`src/rtl/bus_word_fifo.sv`:
```
// Word FIFO between the ARM parallel-bus front end and a fabric valid/ready stream,
// with a bus-readable status word. Define BUS_FIFO_STATUS_CLR_EN to clear ovf on status read.
module bus_word_fifo #(
    parameter int WIDTH      = 16,
    parameter int DEPTH_LOG2 = 4
) (
    input  logic             clock,
    input  logic             reset_n,
    input  logic             wr_stb,
    input  logic [WIDTH-1:0] wr_data,
    input  logic             rd_stb,
    output logic [15:0]      rd_data,
    output logic             out_valid,
    input  logic             out_ready,
    output logic [WIDTH-1:0] out_data
);

    localparam int DEPTH = 1 << DEPTH_LOG2;
    localparam logic [DEPTH_LOG2-1:0] PTR_ONE  = DEPTH_LOG2'(1);
    localparam logic [DEPTH_LOG2:0]   CNT_ONE  = (DEPTH_LOG2 + 1)'(1);
    localparam logic [DEPTH_LOG2:0]   CNT_FULL = (DEPTH_LOG2 + 1)'(DEPTH);

    logic [WIDTH-1:0]      mem [DEPTH];
    logic [DEPTH_LOG2-1:0] wr_ptr_q, wr_ptr_d;
    logic [DEPTH_LOG2-1:0] rd_ptr_q, rd_ptr_d;
    logic [DEPTH_LOG2:0]   count_q, count_d;
    logic                  ovf_q, ovf_d;
    logic [15:0]           rd_data_q, rd_data_d;

    logic full, empty, push, pop, overflow;

    assign full  = (count_q == CNT_FULL);
    assign empty = (count_q == '0);
    assign pop   = ~empty & out_ready;
    // A full FIFO still accepts a write when the head leaves in the same cycle.
    assign push     = wr_stb & (~full | pop);
    assign overflow = wr_stb & full & ~pop;

    assign out_valid = ~empty;
    assign out_data  = empty ? '0 : mem[rd_ptr_q];
    assign rd_data   = rd_data_q;

    // NOTE: every always_comb output gets a default first so no path can infer a latch.
    always_comb begin
        wr_ptr_d  = wr_ptr_q;
        rd_ptr_d  = rd_ptr_q;
        count_d   = count_q;
        rd_data_d = rd_data_q;

        if (push) wr_ptr_d = wr_ptr_q + PTR_ONE;
        if (pop)  rd_ptr_d = rd_ptr_q + PTR_ONE;

        case ({push, pop})
            2'b10:   count_d = count_q + CNT_ONE;
            2'b01:   count_d = count_q - CNT_ONE;
            default: count_d = count_q;
        endcase

        // Status snapshots the pre-edge state, before this cycle's push/pop/overflow.
        if (rd_stb) rd_data_d = {ovf_q, full, empty, 13'(count_q)};

`ifdef BUS_FIFO_STATUS_CLR_EN
        ovf_d = overflow | (ovf_q & ~rd_stb);
`else
        ovf_d = overflow | ovf_q;
`endif
    end

    // NOTE: sequential state uses non-blocking assignments so all registers update together.
    always_ff @(posedge clock or negedge reset_n) begin
        if (!reset_n) begin
            wr_ptr_q  <= '0;
            rd_ptr_q  <= '0;
            count_q   <= '0;
            ovf_q     <= 1'b0;
            rd_data_q <= '0;
        end else begin
            wr_ptr_q  <= wr_ptr_d;
            rd_ptr_q  <= rd_ptr_d;
            count_q   <= count_d;
            ovf_q     <= ovf_d;
            rd_data_q <= rd_data_d;
        end
    end

    // NOTE: storage is deliberately left out of reset; its contents are never visible while empty.
    always_ff @(posedge clock) begin
        if (push) mem[wr_ptr_q] <= wr_data;
    end

endmodule

```
`config.mk`:
```
export PLATFORM = sky130hd
export DESIGN_NAME = bus_word_fifo
export DESIGN_NICKNAME = d
export VERILOG_FILES = /design/src/rtl/bus_word_fifo.sv
export SDC_FILE = /design/constraint.sdc
export NUM_CORES = 1
export LEC_CHECK = 0
export ABC_AREA = 1
export CAP_MARGIN = 20
export CORE_MARGIN = 2
export CORE_UTILIZATION = 41
export CTS_BUF_LIST = sky130_fd_sc_hd__clkbuf_16
export DETAILED_ROUTE_END_ITERATION = 8
export PLACE_DENSITY = 0.7
export REMOVE_ABC_BUFFERS = 1
export SYNTH_ARGS = -nofsm -noshare
export SYNTH_HDL_FRONTEND = slang
export SYNTH_SLANG_ARGS = --single-unit
```
`constraint.sdc`:
```
create_clock -name clock -period 3.6 [get_ports clock]
set_input_delay 1.08 -clock clock [delete_from_list [all_inputs] [get_ports clock]]
set_output_delay 1.08 -clock clock [all_outputs]
set_load 0.02 [all_outputs]
```
==> results.cfg, run 1 <==
[cells_and_area]
finish.utilization = 0.489
ff_latch_area_um2 = 8240
final_area_um2 = 13200
area_delta_synth_final_pct = 17.2
diodes = 0
nFillCells = 2277
layoutNonFillerInstCount = 1302
drive_above_1_share = 0.138
nets = 968
multi_input_area_um2 = 2640

[die]
start_util = 0.418
die_w_um = 170
die_area_um2 = 28800
die_height_um = 170
ios = 54
fp-row-count = 60
core_area_um2 = 27000

[sta]
rsz0062_at_grt = true
hold_viol_final = 0
setup_ws_ns = 0.0678
fin_skew_ns = 0.0138
fin_crit_sh = 0.981
relSlewSlack = 0.632
whs_ns = 0.477
max_freq_mhz = 283
worst_pin_slew_ns = 0.550
drv_slew = 0
fin_crit_ns = 3.53
setup_viol = 0

[hold_path]
hold_depth = 2
holdPathEnd = rd_data[15]
min_from = rd_data[15]
min_path_type = register to register

[critical_path]
worstReg2RegEnd = mem[9][2]
path_max_fanout = 66
worst-r2r-setup-slack_ns = 1.48
arrival_ns = 2.45
reg2reg_depth = 9
crit_required_ns = 2.52
cp-start-kind = register
end_kind = output port
r2r_start = count_q[3]
worst-setup-path-type = register to output port

[yosys]
yosys_register_bits = 278
synth.distinct_cells = 29
synthesis.area_um2 = 11300
yosysWarnings = 0
syn_inst = 868
postSynthAreaPerCell_um2 = 13.0
ys_seq_area_frac = 0.732

[detailed_routing]
via_count = 7317
wirelength_um = 26900
drc = 0
post_drt_wl_per_cell_um = 20.6
viasPerCell = 5.62
firstDrtPassIters = 5
drtAntennaViolNets = 0
drt_iter0_drc = 934

[clocking]
htreeDepth = 1
cts.clk_slew.worst_paths_ns = 0.06
clk_latency_ns = 0.54
cts_root_buf = clkbuf_16
clock_path_buffers = 3
cts_tree = built
cts_inserted_buffers = 29
numClockSinks = 278

[global_route]
track_usage = 0.188
grt_pass1_vias = 7151
grt_max_degree = 67
globalRouteOverflowTotal = 0
grt_pass1_wl_um = 41300
antenna_found_initial = 0

[pwr]
p_per_area_nw_per_um2 = 823
p_leak_nw = 4.55
ir_worst_vdd_v = 0.000474

[placement]
dp_hpwl_um = 15400
dp_cells = 1250
dpl_worst_slack_ns = 0.255
place_area_um2 = 12400
gp_congestion = 0.812
io_buffers = 45

[run_status]
outcome = finished clean

[flow_run]
cap_violations = 0
-- worst max-delay path, stage by stage, from the launching register on --
cell and delay, ns:
dfrtp_4 0.48, buf_12 0.28, o21ai_0 0.14, o22ai_1 0.18, nor2_1 0.07, nor2_1 0.08
o21ai_1 0.06, a21oi_1 0.22, dlygate4sd2_1 0.37
-- metrics by stage --
step                total power, mW  TNS [ns]
floorplan                      6.43    -18.39
global placement               8.21         0
detailed placement             8.27         0
CTS                            10.9         0
global route                   11.4   -0.0720
finish                         10.9         0
-- final cells by class --
type                       instances  area share
sequential                       278       0.625
timing repair buffer              96      0.0682
clock buffer                      29      0.0550
clock inverter                    23      0.0118
tap                              341      0.0323
multi-input combinational        510       0.200
inverter                          25     0.00759
-- cells in the mapped netlist (all sizes together) --
cell | number | area share
nor2 | 175 | 0.059
o22ai | 24 | 0.013
a21oi | 16 | 0.0071
clkbuf | 26 | 0.0089
o21ai | 150 | 0.067
nand2 | 46 | 0.018
o21bai | 1 | 0.00067
conb | 1 | 0.00033
ha | 7 | 0.0078
nand3 | 32 | 0.017
nand4 | 4 | 0.0022
buf | 36 | 0.022
o221ai | 40 | 0.031
edfxtp | 256 | 0.68
inv | 25 | 0.0086
dfrtp | 22 | 0.049
xor2 | 7 | 0.0054
-- cell usage in the layout (no fill, tap or decap), types with 3 or more instances in the layout --
cell type,netlist,final
a21oi_1,16,16
buf_12,0,8
buf_4,18,41
clkbuf_16,0,29
clkbuf_2,2,11
clkdlybuf4s15_1,0,3
clkdlybuf4s50_1,0,29
clkinv_1,0,10
clkinv_2,0,5
conb_1,1,8
dfrtp_1,22,20
edfxtp_1,256,256
ha_1,7,7
inv_1,21,25
inv_2,3,3
nand2_1,40,40
nand2_2,3,3
nand2_4,3,3
nand3_1,28,28
nand4_1,4,4
nor2_1,174,158
nor2_2,1,17
o21ai_0,130,130
o21ai_1,20,20
o221ai_1,40,40
o22ai_1,24,24
xor2_1,7,7
-- cell families (layout without fill, tap and decap cells) --
family	after synthesis	count (layout)	synth area share
compound gates	231	231	0.119
xor+xnor	7	7	0.00545
fa+ha+maj	7	7	0.00778
buf+inv	87	173	0.0395
flops	278	278	0.732
other cells	1	8	0.000333
simple gates	257	257	0.0962
-- where the power goes --
group	total (mW)	switching (mW)	leakage, nW	internal, mW
Sequential	4.09	0.152	2.58	3.94
Clock	2.79	1.19	0.450	1.60
Combinational	3.98	2.65	1.52	1.32
Total	10.9	3.99	4.55	6.86
-- metal layers --
layer | vias up | part of all wire | GRT usage
met2 | 287 | 0.47 | 0.303
met3 | 69 | 0.072 | 0.0326
li1 | 3331 | - | -
met5 | - | 0 | 0
met1 | 3630 | 0.42 | 0.258
met4 | 0 | 0.030 | 0.0669
-- sequential cells by signal, summed over array words and instances (netlist names) --
signal / flops
mem: 256
ovf_q: 1
wr_ptr_q: 4
count_q: 5
rd_data: 8
rd_ptr_q: 4
-- what timing repair did --
| action | CTS | global route |
|---|---|---|
| pin swaps | 0 | 0 |
| setup endpoints to repair | 16 | 15 |
| hold buffers | 0 | 0 |
| gates resized for setup | 19 | 26 |
| setup buffers | 0 | 0 |
-- worst max path at each step --
| stage | from | end | slack (ns) | cells after the start |
|---|---|---|---|---|
| after global placement | rd_ptr_q[0] | out_data[0] | 0.25 | 7 |
| final | rd_ptr_q[0] | out_data[0] | 0.07 | 8 |
| after CTS | rd_ptr_q[0] | out_data[14] | 0.01 | 7 |
| after global routing | rd_ptr_q[0] | out_data[0] | -0.06 | 8 |
| after floorplan | rd_ptr_q[0] | out_data[15] | -1.18 | 7 |
| after detailed placement | rd_ptr_q[0] | out_data[14] | 0.25 | 7 |
Power figures use the tool's default switching activity.
==> run 2, diff against run 1 <==
--- a/config.mk
+++ b/config.mk
@@ -11,6 +11,7 @@
 export CORE_UTILIZATION = 41
 export CTS_BUF_LIST = sky130_fd_sc_hd__clkbuf_16
 export DETAILED_ROUTE_END_ITERATION = 8
+export HOLD_SLACK_MARGIN = 0.12
 export PLACE_DENSITY = 0.7
 export REMOVE_ABC_BUFFERS = 1
 export SYNTH_ARGS = -nofsm -noshare
==> results of run 2 <==
Same layout as run 1: the final DEF is identical, and so are final timing and power.
